File: src/rtl/serial_add_sub.sv
// Multi-cycle adder/subtractor: a WIDTH-bit operand pair is processed CHUNK
// bits per clock through a ripple of full-adder cells. The carry is held in a
// register between steps. Results are registered and only update on completion.

module full_adder (
    input  logic a,
    input  logic b,
    input  logic cin,
    output logic s,
    output logic cout
);
    assign s    = a ^ b ^ cin;
    assign cout = (a & b) | (cin & (a ^ b));
endmodule

module serial_add_sub #(
    parameter int WIDTH = 16,
    parameter int CHUNK = 4
) (
    input  logic             clk,
    input  logic             rst,
    input  logic             start,
    input  logic             sub,
    input  logic [WIDTH-1:0] a,
    input  logic [WIDTH-1:0] b,
    output logic             busy,
    output logic             done,
    output logic [WIDTH-1:0] s,
    output logic             cout,
    output logic             ovf
);
    localparam int N      = WIDTH / CHUNK;
    localparam int STEP_W = (N > 1) ? $clog2(N) : 1;
    localparam logic [STEP_W-1:0] LAST = STEP_W'(N - 1);

    generate
        if (WIDTH < 1 || CHUNK < 1 || CHUNK > WIDTH || (WIDTH % CHUNK) != 0) begin : g_bad_param
            $error("serial_add_sub: CHUNK must divide WIDTH and lie in 1..WIDTH");
        end
    endgenerate

    typedef enum logic [1:0] {IDLE, RUN, DONE} state_t;
    state_t state, state_next;

    logic [WIDTH-1:0]  op_a, op_b, res, res_next;
    logic              carry;
    logic [STEP_W-1:0] step;
    logic [CHUNK-1:0]  ch_a, ch_b, ch_s;
    logic [CHUNK:0]    c;
    logic              last, accept;

    assign last   = (step == LAST);
    assign accept = start && (state != RUN);
    assign ch_a   = op_a[step*CHUNK +: CHUNK];
    assign ch_b   = op_b[step*CHUNK +: CHUNK];
    assign c[0]   = carry;

    // One chunk of ripple-carry full adders, re-used every RUN step.
    genvar i;
    generate
        for (i = 0; i < CHUNK; i++) begin : g_fa
            full_adder u_fa (
                .a    (ch_a[i]),
                .b    (ch_b[i]),
                .cin  (c[i]),
                .s    (ch_s[i]),
                .cout (c[i+1])
            );
        end
    endgenerate

    // Result register with the current chunk merged in; feeds both the
    // internal register and the output register on the final step.
    always_comb begin
        res_next = res;
        res_next[step*CHUNK +: CHUNK] = ch_s;
    end

    // State register.
    always_ff @(posedge clk or posedge rst) begin
        if (rst) state <= IDLE;
        else     state <= state_next;
    end

    // Next-state logic; start is only honoured outside RUN.
    always_comb begin
        state_next = state;
        case (state)
            IDLE:    if (start) state_next = RUN;
            RUN:     if (last)  state_next = DONE;
            DONE:    state_next = start ? RUN : IDLE;
            default: state_next = IDLE;
        endcase
    end

    assign busy = (state == RUN);
    assign done = (state == DONE);

    // Operand capture, per-step accumulation, and the output registers that
    // load only on the edge entering DONE.
    always_ff @(posedge clk or posedge rst) begin
        if (rst) begin
            op_a  <= '0;
            op_b  <= '0;
            res   <= '0;
            carry <= 1'b0;
            step  <= '0;
            s     <= '0;
            cout  <= 1'b0;
            ovf   <= 1'b0;
        end else begin
            if (accept) begin
                op_a  <= a;
                op_b  <= sub ? ~b : b;
                carry <= sub;
                step  <= '0;
            end else if (state == RUN) begin
                res   <= res_next;
                carry <= c[CHUNK];
                step  <= last ? '0 : step + 1'b1;
                if (last) begin
                    s    <= res_next;
                    cout <= c[CHUNK];
                    ovf  <= (op_a[WIDTH-1] == op_b[WIDTH-1]) &&
                            (res_next[WIDTH-1] != op_a[WIDTH-1]);
                end
            end
        end
    end
endmodule

File: config.mk
export PLATFORM = sky130hd
export DESIGN_NAME = serial_add_sub
export DESIGN_NICKNAME = d
export VERILOG_FILES = /design/src/rtl/serial_add_sub.sv
export SDC_FILE = /design/constraint.sdc
export NUM_CORES = 1
export LEC_CHECK = 0
export ABC_AREA = 0
export CAP_MARGIN = 30
export CORE_MARGIN = 2
export CORE_UTILIZATION = 40
export DETAILED_ROUTE_END_ITERATION = 7
export HOLD_SLACK_MARGIN = 0.06
export PLACE_DENSITY = 0.69
export SLEW_MARGIN = 40
export SYNTH_ARGS = -nofsm -noshare
export SYNTH_HDL_FRONTEND = slang
export SYNTH_SLANG_ARGS = --single-unit
File: constraint.sdc
create_clock -name clk -period 5.1 [get_ports clk]
set_clock_uncertainty 0.05 [all_clocks]
set_input_delay 0.51 -clock clk [delete_from_list [all_inputs] [get_ports clk]]
set_output_delay 0.51 -clock clk [all_outputs]
set_load 0.005 [all_outputs]
==> summary.md, run 1 <==
| Metric | Value |
|---|---|
| Global-route wire length before repair | `12.1 mm` |
| Data arrival time of the worst path | `3.52 ns` |
| Buffer type at the clock tree root | `clkbuf_8` |
| Final worst path period need | `3.29 ns` |
| Share of the core filled with cells | `49.7%` |
| Starting density of the core | `40.7%` |
| Rel. slew slack | `between 50% and 60%` |
| Combined area of all synthesized cells | `3510 um^2` |
| Routed wire per std cell | `about 15 um` |
| Origin of the critical flop-to-flop path | `step[1]` |
| TritonCTS buffer count | `9` |
| Worst voltage drop across the vdd grid | `between 0.4 and 0.5 mV` |
| Avg Cell Area, Syn | `between 10 and 15 um^2` |
| Final estimated routing congestion in global placement | `around 0.74` |
| Vias in the first global route | `2,420` |
| Type of the setup path with the least slack | `flop to flop` |
| Floorplan die area | `between 9000 and 10,000 um^2` |
| 1st-pass router iterations | `4` |
| Synth Warn # | `0` |
| Cts hold-fix bufs | `0` |
| Placement Setup Slack | `roughly 1.8 ns` |
| Std cell rows | `34` |
| Crit-path cells | `mux4_2 -> inv_1 -> fa_1 -> inv_1 -> fa_1 -> inv_1 -> fa_1 -> inv_1 -> fa_1 -> a2111o_1 -> nand3_1` |
| Syn Nets | `347` |
| Crit. End Element | `flop` |
| Final-report setup violation count | `0` |
| GRT Residual Overflow | `0` |
| Startpoint types | `flop` |
| Aggregate global-route resource usage | `15.9%` |
| Clock Latency Late Sink | `0.34 ns` |
| Die outline height | `about 98 um` |
| DP Cell Count | `447` |
| Worst reg-to-reg setup slack | `1.81 ns` |
| Pwr per Cell Area | `~650 nW/um^2` |
| Maximum number of pins on one net before global-route repair | `72` |
| DRC violation count after routing | `0` |
| Slowest Stage Delay on Critical Path | `0.67 ns` |
| Chip width | `97.7 um` |
| Starting DRT DRC Count | `103` |
| Number of instances in the synthesized netlist | `301` |
| Number of different library cells in the post-synthesis netlist | `38` |
| Total detailed-routing wirelength | `approximately 7.1 mm` |
| Clock input transition at the sequential cells of the worst setup and hold paths | `0.07 ns` |
| Post-CTS sizing | `0` |
| CTS H-tree depth | `3` |
| Worst hold start | `s[0]` |
| # Post-CTS Setup Buffers | `0` |
| Sink of the worst hold path | `s[0]` |
| # diodes | `0` |
| Nets | `396` |
| Highest net fanout along the worst path | `12` |
| Sum of buffers and inverters on the critical path | `4` |
| Number of routed nets with antenna violations | `0` |
| Logic depth of the worst setup path including buffers | `11` |
| Count of buffers inserted at the top-level ports | `55` |
| Path depth of the worst reg2reg path | `11` |
| Final TNS setup | `0 ns` |
| Min-Delay Path Depth | `2` |
| TritonCTS clock tree | `built` |
| Sink Count | `71` |
| WP data required | `5.33 ns` |
| Hold crit path type | `flop to flop` |
| Final critical-path share of the clock period | `64.5%` |
| Most frequent cells in the layout | `dfrtp_1 (71), clkdlybuf4s50_1 (54), o21ai_0 (38), nand2_1 (25)` |
| Core outline area | `8640 um^2` |
| Max-cap check violation count | `0` |
| Via Count | `2,410` |
| Final std cells w/o fill | `462` |
| Pins Over Slew Limit | `0` |
| Proportion of synthesized chip area in sequential cells | `50.6%` |
| Maximum achievable frequency | `between 300 and 400 MHz` |
| Final worst slack | `1.81 ns` |
| Result of the run | `complete, no violations` |
| Flop and latch count out of synthesis | `71` |
| Crit Reg-Reg Endpoint | `ovf` |
| Slew at the pin with the worst max-slew slack | `between 0.6 and 0.7 ns` |
| Clock Path Buffers | `2` |
| CP top delay family | `adder cells` |
| Layout cell share with drive strength beyond 1 | `13.0%` |
| Leading cell type in the layout, fill and taps excluded | `dfrtp_1` |
| Max stage delay cell, worst path | `dfrtp_1` |
| Post-detail-place hpwl | `5.06 mm` |
| Ports placed on the boundary | `between 50 and 60` |
| Setup repair after global routing missed its margin | `no` |
| Mean number of vias per cell | `5.22` |
| Area added between synthesis and finish | `22.1%` |
| Leakage Power | `0.00184 uW` |
| Final Hold Vio Count | `0` |
| Initial antenna violation count | `0` |
synth_stat cells, drive strengths merged:
cell type / n / share of area, %
nor2b: 16 / 2.8
clkbuf: 4 / 0.43
o31ai: 2 / 0.43
fa: 4 / 2.3
a2111o: 1 / 0.32
nand2b: 1 / 0.18
nand3: 2 / 0.28
o22ai: 1 / 0.18
mux2i: 2 / 0.57
a21oi: 16 / 2.3
and4b: 1 / 0.32
inv: 16 / 1.8
mux2: 17 / 6.5
and2b: 1 / 0.21
xnor2: 16 / 4.0
nor2: 4 / 0.89
dfrtp: 71 / 51
nor4b: 1 / 0.25
a32o: 7 / 2.0
mux4: 8 / 5.1
and4bb: 3 / 1.1
buf: 16 / 3.1
a22o: 8 / 2.1
ha: 6 / 2.1
nand4: 1 / 0.18
o21ai: 50 / 7.1
nand3b: 1 / 0.21
nand2: 25 / 2.7
worst max-delay path by stage:
stage	start	end	slack (ns)
CTS	step[1]	ovf	1.78
floorplan	step[0]	ovf	1.90
global route	step[1]	ovf	1.59
detailed placement	step[1]	ovf	1.80
finish	step[1]	ovf	1.81
global placement	step[1]	ovf	1.90
sequential cells by signal, summed over array words and instances, names as in the netlist:
signal	count
carry	1
state	2
step	2
op_b	16
s	16
cout	1
ovf	1
op_a	16
res	16
routing by layer:
layer  vias up  wire [um]  global-route usage, %
met5         -          0                      0
met4         0         46                   4.17
met3         4        356                   5.01
met2        75       3480                   25.7
met1      1178       3190                   21.0
li1       1153          -                      -
kinds of logic after synthesis:
family / after synthesis / share of synthesized area [%]
adder cells (fa/ha/maj): 10 / 4.41
AO/OA/AOI/OAI: 85 / 14.4
flip-flops: 71 / 50.6
AND/OR/NAND/NOR: 56 / 9.11
buffers and inverters: 36 / 5.34
XOR/XNOR: 16 / 3.99
multiplexers: 27 / 12.2
area by class of cell:
| type | instances | area [um^2] |
|---|---|---|
| sequential | 71 | 1780 |
| inverter | 16 | 62.6 |
| clock buffer | 11 | 151 |
| fill | 791 | 4340 |
| multi-input combinational | 194 | 1550 |
| clock inverter | 4 | 45.0 |
| tap | 108 | 135 |
| timing repair buffer | 58 | 572 |
power by group:
part / internal (uW) / total (uW) / switching (uW)
Sequential: 807 / 964 / 158
Combinational: 633 / 1380 / 749
Clock: 247 / 448 / 201
Total: 1690 / 2790 / 1110
stage by stage:
| step | area, um^2 | total power (uW) | hold WS (ns) |
|---|---|---|---|
| final | 4290 | 2790 | 0.429 |
| after detailed placement | 4100 | 2370 | 0.421 |
| after floorplan | 3510 | 1950 | 0.403 |
| after global routing | 4290 | 3010 | 0.456 |
| after CTS | 4300 | 2820 | 0.436 |
| after global placement | 4090 | 2320 | 0.411 |
worst reg2reg max path, cell delays in order, from the launching register on:
cell,delay (ns)
dfrtp_1,0.67
mux4_2,0.30
inv_1,0.05
fa_1,0.37
inv_1,0.08
fa_1,0.18
inv_1,0.05
fa_1,0.35
inv_1,0.07
fa_1,0.55
a2111o_1,0.42
nand3_1,0.07
Note: power is estimated with default switching activity, not from simulation.
==> inputs of run 2 (changes only) <==
--- a/config.mk
+++ b/config.mk
@@ -11,7 +11,7 @@
 export CORE_UTILIZATION = 40
 export DETAILED_ROUTE_END_ITERATION = 7
 export HOLD_SLACK_MARGIN = 0.06
-export PLACE_DENSITY = 0.69
+export PLACE_DENSITY = 0.72
 export SLEW_MARGIN = 40
 export SYNTH_ARGS = -nofsm -noshare
 export SYNTH_HDL_FRONTEND = slang
==> constraint.sdc (replaced) <==
create_clock -name clk -period 2.7 [get_ports clk]
set_clock_uncertainty 0.05 [all_clocks]
set_input_delay 0.27 -clock clk [delete_from_list [all_inputs] [get_ports clk]]
set_output_delay 0.27 -clock clk [all_outputs]
set_load 0.005 [all_outputs]
==> summary.md, run 2 (synthesis gave the netlist of run 1 again) <==
| Metric | Value |
|---|---|
| Result of the run | `finished with violations` |
| Violated checks | `negative setup slack` |
| Std cell rows | `34 (unchanged)` |
| Final-report setup violation count | `9 (+9)` |
| Count of buffers inserted at the top-level ports | `55 (unchanged)` |
| Maximum achievable frequency | `344 MHz (+13%)` |
| Pwr per Cell Area | `1280 nW/um^2 (+97%)` |
| Setup repair after global routing missed its margin | `yes` |
| Number of routed nets with antenna violations | `0 (unchanged)` |
| Highest net fanout along the worst path | `5 (-7)` |
| Leakage Power | `0.00186 uW (+0.88%)` |
| Worst voltage drop across the vdd grid | `0.600 mV (+38%)` |
| Aggregate global-route resource usage | `15.5% (-0.39 points)` |
| Vias in the first global route | `2,439 (+0.79%)` |
| Layout cell share with drive strength beyond 1 | `17.5% (+4.5 points)` |
| Starting density of the core | `40.7% (unchanged)` |
| Data arrival time of the worst path | `3.14 ns (-0.38 ns)` |
| Sink Count | `71 (unchanged)` |
| Most frequent cells in the layout | `dfrtp_1 (70), clkdlybuf4s50_1 (54), o21ai_0 (33), nand2_1 (25), o21ai_1 (17)` |
| Core outline area | `8640 um^2 (unchanged)` |
| Global-route wire length before repair | `11.8 mm (-2.2%)` |
| Max stage delay cell, worst path | `mux4_2` |
| Buffer type at the clock tree root | `clkbuf_8` |
| Type of the setup path with the least slack | `flop to flop` |
| Start point of the critical path | `step[0]` |
| Hold crit path type | `input pin to async pin` |
| Ports placed on the boundary | `56 (unchanged)` |
| Initial antenna violation count | `0 (unchanged)` |
| Post-detail-place hpwl | `5.04 mm (-0.33%)` |
| Chip width | `97.7 um (unchanged)` |
| Maximum number of pins on one net before global-route repair | `41 (-43%)` |
| Total detailed-routing wirelength | `6.92 mm (-2.1%)` |
| Final worst path period need | `2.90 ns (-0.386 ns)` |
| Final Hold Vio Count | `0 (unchanged)` |
| Mean number of vias per cell | `5.09 (-2.4%)` |
| Area added between synthesis and finish | `24.2%` |
| Clock input transition at the sequential cells of the worst setup and hold paths | `0.07 ns (about the same)` |
| Slowest Stage Delay on Critical Path | `0.52 ns (-0.15 ns)` |
| Starting DRT DRC Count | `87 (-16%)` |
| Final estimated routing congestion in global placement | `0.768 (+3.2%)` |
| Clock Latency Late Sink | `0.34 ns (about the same)` |
| DRC violation count after routing | `0 (unchanged)` |
| Via Count | `2,388 (-0.91%)` |
| Clock Path Buffers | `2 (unchanged)` |
| Pins Over Slew Limit | `0 (unchanged)` |
| TritonCTS buffer count | `9 (unchanged)` |
| Die outline height | `97.7 um (unchanged)` |
| Crit-path cells | `mux4_2 -> inv_2 -> fa_2 -> inv_2 -> fa_2 -> inv_2 -> fa_2 -> inv_2 -> fa_2 -> a2111o_1 -> nand3_1` |
| # diodes | `0 (unchanged)` |
| Floorplan die area | `9550 um^2 (unchanged)` |
| Crit. End Element | `flop` |
| Leading cell type in the layout, fill and taps excluded | `dfrtp_1` |
| Max-cap check violation count | `0 (unchanged)` |
| GRT Residual Overflow | `0 (unchanged)` |
| WP data required | `2.93 ns (-2.40 ns)` |
| Cts hold-fix bufs | `0 (unchanged)` |
| Rel. slew slack | `56.1% (-1.6 points)` |
| CTS H-tree depth | `3 (unchanged)` |
| Origin of the critical flop-to-flop path | `step[0]` |
| Startpoint types | `flop` |
| Final critical-path share of the clock period | `108% (+43 points)` |
| TritonCTS clock tree | `built` |
| Final worst slack | `-0.205 ns (-2.01 ns)` |
| Routed wire per std cell | `14.8 um (-3.5%)` |
| 1st-pass router iterations | `4 (unchanged)` |
| Share of the core filled with cells | `50.6% (+0.85 points)` |
| Slew at the pin with the worst max-slew slack | `0.658 ns (+0.0232 ns)` |
| Overall power | `5590 uW (+100%)` |
| Nets | `403 (+1.8%)` |
[run 2: worst paths after layout]
check	endpoint	slack (ns)	cells after the start
worst min-delay path	op_a[2]	0.29	2
worst min register to register	s[1]	0.43	2
min in group clk	s[1]	0.43	2
max in group asynchronous	s[1]	1.67	3
worst max-delay path	ovf	-0.20	11
worst max register to register	ovf	-0.20	11
[run 2: through the flow]
stage / hold WS, ns / cell area (um^2) / TNS, ns / setup WS, ns / std cells
finish: 0.293 / 4370 / -1.45 / -0.205 / 469
global route: 0.374 / 4370 / -2.40 / -0.315 / 469
CTS: 0.306 / 4350 / -1.23 / -0.179 / 468
detailed placement: 0.420 / 4170 / -1.34 / -0.190 / 453
global placement: 0.411 / 4170 / -0.874 / -0.138 / 453
floorplan: 0.318 / 3540 / -1.94 / -0.351 / 301
[run 2: cell type report]
class | instances | area, um^2
inverters | 16 | 62.6
fillers | 773 | 4270
flip-flops and latches | 71 | 1780
multi-input cells | 194 | 1580
clock buffers | 15 | 176
repair buffers | 65 | 637
well taps | 108 | 135
[run 2: what timing repair did]
action | CTS | global route
pin swaps | 1 | 6
endpoints found under the setup margin | 9 | 18
gates resized for setup | 1 | 7
buffers inserted | 0 | 1
[run 2: power by group]
part / leakage, uW / total (uW) / internal [uW] / switching, uW
logic: 0.000858 / 3020 / 1480 / 1550
clock network: 0.0000898 / 775 / 406 / 369
registers: 0.000911 / 1790 / 1520 / 269
[run 2: worst max-delay path: cells and delay by family, from the launching register on]
| kind | cells | cell delay, ns |
|---|---|---|
| AO/OA/AOI/OAI | 1 | 0.38 |
| adder cells (fa/ha/maj) | 4 | 1.20 |
| buffers and inverters | 4 | 0.21 |
| flip-flops | 1 | 0.41 |
| multiplexers | 1 | 0.52 |
| AND/OR/NAND/NOR | 1 | 0.07 |
[run 2: routing by layer]
metal	wire length (um)	part of all wire, %	GRT usage [%]	vias to the layer above
met5	0	0	0	-
met4	108	1.6	6.73	0
met3	259	3.7	3.01	10
met2	3270	47	24.9	59
met1	3280	47	20.7	1157
li1	-	-	-	1162
==> inputs of run 3 (changes only) <==
--- a/config.mk
+++ b/config.mk
@@ -9,6 +9,7 @@
 export CAP_MARGIN = 30
 export CORE_MARGIN = 2
 export CORE_UTILIZATION = 40
+export CTS_CLUSTER_SIZE = 40
 export DETAILED_ROUTE_END_ITERATION = 7
 export HOLD_SLACK_MARGIN = 0.06
 export PLACE_DENSITY = 0.72
@@ -16,3 +17,4 @@
 export SYNTH_ARGS = -nofsm -noshare
 export SYNTH_HDL_FRONTEND = slang
 export SYNTH_SLANG_ARGS = --single-unit
+export TNS_END_PERCENT = 20
==> constraint.sdc (replaced) <==
create_clock -name clk -period 2.7 [get_ports clk]
set_clock_uncertainty 0.05 [all_clocks]
set_input_delay 0.27 -clock clk [delete_from_list [all_inputs] [get_ports clk]]
set_output_delay 0.27 -clock clk [all_outputs]
set_load 0.02 [all_outputs]
==> summary.md, run 3 (synthesis gave the netlist of run 1 again) <==
| Metric | Value |
|---|---|
| Result of the run | `finished with violations` |
| Violated checks | `negative setup slack` |
| TritonCTS buffer count | `9 (unchanged)` |
| Via Count | `2,449 (+2.6%)` |
| Post-placement cell area | `4180 um^2 (+0.33%)` |
| WP data required | `2.91 ns (-0.02 ns)` |
| Worst voltage drop across the vdd grid | `0.617 mV (+3.0%)` |
| TritonCTS clock tree | `built` |
| Max-cap check violation count | `0 (unchanged)` |
| Data arrival time of the worst path | `3.12 ns (-0.02 ns)` |
| Std cell rows | `34 (unchanged)` |
| Vias in the first global route | `2,450 (+0.45%)` |
| Most frequent cells in the layout | `dfrtp_1 (70), clkdlybuf4s50_1 (55), o21ai_0 (36), nand2_1 (25)` |
| Fill count | `796 (+3.0%)` |
| CTS H-tree depth | `3 (unchanged)` |
| Mean number of vias per cell | `5.20 (+2.1%)` |
| Pwr per Cell Area | `1300 nW/um^2 (+1.4%)` |
| Hold crit path type | `input pin to async pin` |
| Initial antenna violation count | `0 (unchanged)` |
| Clock Path Buffers | `2 (unchanged)` |
| Ports placed on the boundary | `56 (unchanged)` |
| Sink Count | `71 (unchanged)` |
| Share of the core filled with cells | `50.6% (+0.072 points)` |
| Area added between synthesis and finish | `24.4%` |
| Slew at the pin with the worst max-slew slack | `0.495 ns (-0.163 ns)` |
| Highest net fanout along the worst path | `6 (+1)` |
| Multi-input combinational cell area | `1570 um^2 (-0.32%)` |
| Sequential cell area | `1780 um^2 (unchanged)` |
| Maximum number of pins on one net before global-route repair | `40 (-2.4%)` |
| Final-report setup violation count | `9 (unchanged)` |
| Layout cell share with drive strength beyond 1 | `18.2% (+0.73 points)` |
| # diodes | `0 (unchanged)` |
| Global-route wire length before repair | `12.4 mm (+4.8%)` |
| Final Hold Vio Count | `0 (unchanged)` |
| Total detailed-routing wirelength | `7.19 mm (+4.0%)` |
| Worst reg-to-reg setup slack | `-0.21 ns (about the same)` |
| Final worst slack | `-0.208 ns (-0.00268 ns)` |
| Area of all placed cells without fillers | `4370 um^2 (+0.14%)` |
| Maximum achievable frequency | `344 MHz (about the same)` |
| Buffer type at the clock tree root | `clkbuf_8` |
| Final critical-path share of the clock period | `108% (about the same)` |
| Starting density of the core | `40.7% (unchanged)` |
| Leakage Power | `0.00187 uW (+0.67%)` |
| 1st-pass router iterations | `4 (unchanged)` |
| Leading cell type in the layout, fill and taps excluded | `dfrtp_1` |
| Pins Over Slew Limit | `0 (unchanged)` |
| Final worst path period need | `2.91 ns (+0.00268 ns)` |
| Rel. slew slack | `66.9% (+11 points)` |
| Final std cells w/o fill | `471 (+0.43%)` |
| Smallest hold slack | `0.151 ns (-0.142 ns)` |
| Number of routed nets with antenna violations | `0 (unchanged)` |
| Core outline area | `8640 um^2 (unchanged)` |
| Startpoint types | `flop` |
| Final estimated routing congestion in global placement | `0.784 (+2.0%)` |
| Overall power | `5680 uW (+1.6%)` |
| Aggregate global-route resource usage | `16.2% (+0.73 points)` |
| Chip width | `97.7 um (unchanged)` |
| Crit. End Element | `flop` |
| Clock input transition at the sequential cells of the worst setup and hold paths | `0.07 ns (about the same)` |
| Post-detail-place hpwl | `5.26 mm (+4.2%)` |
| Die outline height | `97.7 um (unchanged)` |
| Floorplan die area | `9550 um^2 (unchanged)` |
| DRC violation count after routing | `0 (unchanged)` |
| GRT Residual Overflow | `0 (unchanged)` |
| Nets | `406 (+0.74%)` |
| Count of buffers inserted at the top-level ports | `55 (unchanged)` |
| Routed wire per std cell | `15.3 um (+3.5%)` |
| Starting DRT DRC Count | `73 (-16%)` |
| Type of the setup path with the least slack | `flop to flop` |
| Clock Latency Late Sink | `0.35 ns (about the same)` |
| Setup repair after global routing missed its margin | `yes` |
| DP Cell Count | `456 (+0.66%)` |
run 3: cell count changes in the layout (fill, tap and decap cells not counted), sizes merged:
| cell | delta |
|---|---|
| clkinv | +1 |
| buf | +2 |
| clkbuf | -2 |
| clkdlybuf4s50 | +1 |
run 3: final timing paths:
path	from	cells after the start	end
worst max-delay path	step[0]	12	s[7]
min in group clk	s[12]	2	s[12]
worst max register to register	step[0]	12	s[7]
worst min register to register	s[12]	2	s[12]
worst min-delay path	rst	2	op_a[10]
max in group asynchronous	rst	3	step[0]
run 3: final cells by class:
class	count	area share [%]
Sequential cell	71	40.7
Multi-Input combinational cell	194	36.0
Inverter	16	1.43
Clock buffer	13	3.63
Timing Repair Buffer	68	15.1
Tap cell	108	3.09
Clock inverter	1	0.114
run 3: power by group:
| part | total (uW) | switching [uW] | internal (uW) |
|---|---|---|---|
| registers | 1810 | 285 | 1520 |
| logic | 3120 | 1670 | 1450 |
| clock network | 747 | 374 | 373 |
run 3: repair_timing:
item,4_1_cts,5_1_grt
endpoints found under the setup margin,10,14
setup buffers,1,0
pin swaps,3,3
resized for setup,4,7
hold buffers,0,0
run 3: critical path: stages (launching register included):
cell,delay [ns]
dfrtp_2,0.41
mux4_2,0.52
inv_2,0.08
fa_2,0.19
inv_2,0.04
fa_2,0.33
inv_2,0.06
fa_2,0.18
inv_2,0.04
fa_2,0.55
buf_4,0.15
a21oi_1,0.07
o21ai_0,0.15
run 3: per-stage QoR:
stage | worst slack [ns] | setup TNS [ns]
detailed placement | -0.266 | -2.12
global placement | -0.194 | -1.49
CTS | -0.249 | -1.80
global route | -0.313 | -2.48
floorplan | -0.367 | -2.11
finish | -0.208 | -1.54
run 3: routing by layer:
layer | routed length, um | global-route usage, % | part of all wire, %
met4 | 95 | 5.13 | 1.3
met2 | 3440 | 25.8 | 48
met5 | 0 | 0 | 0
met3 | 296 | 4.22 | 4.1
met1 | 3360 | 22.0 | 47
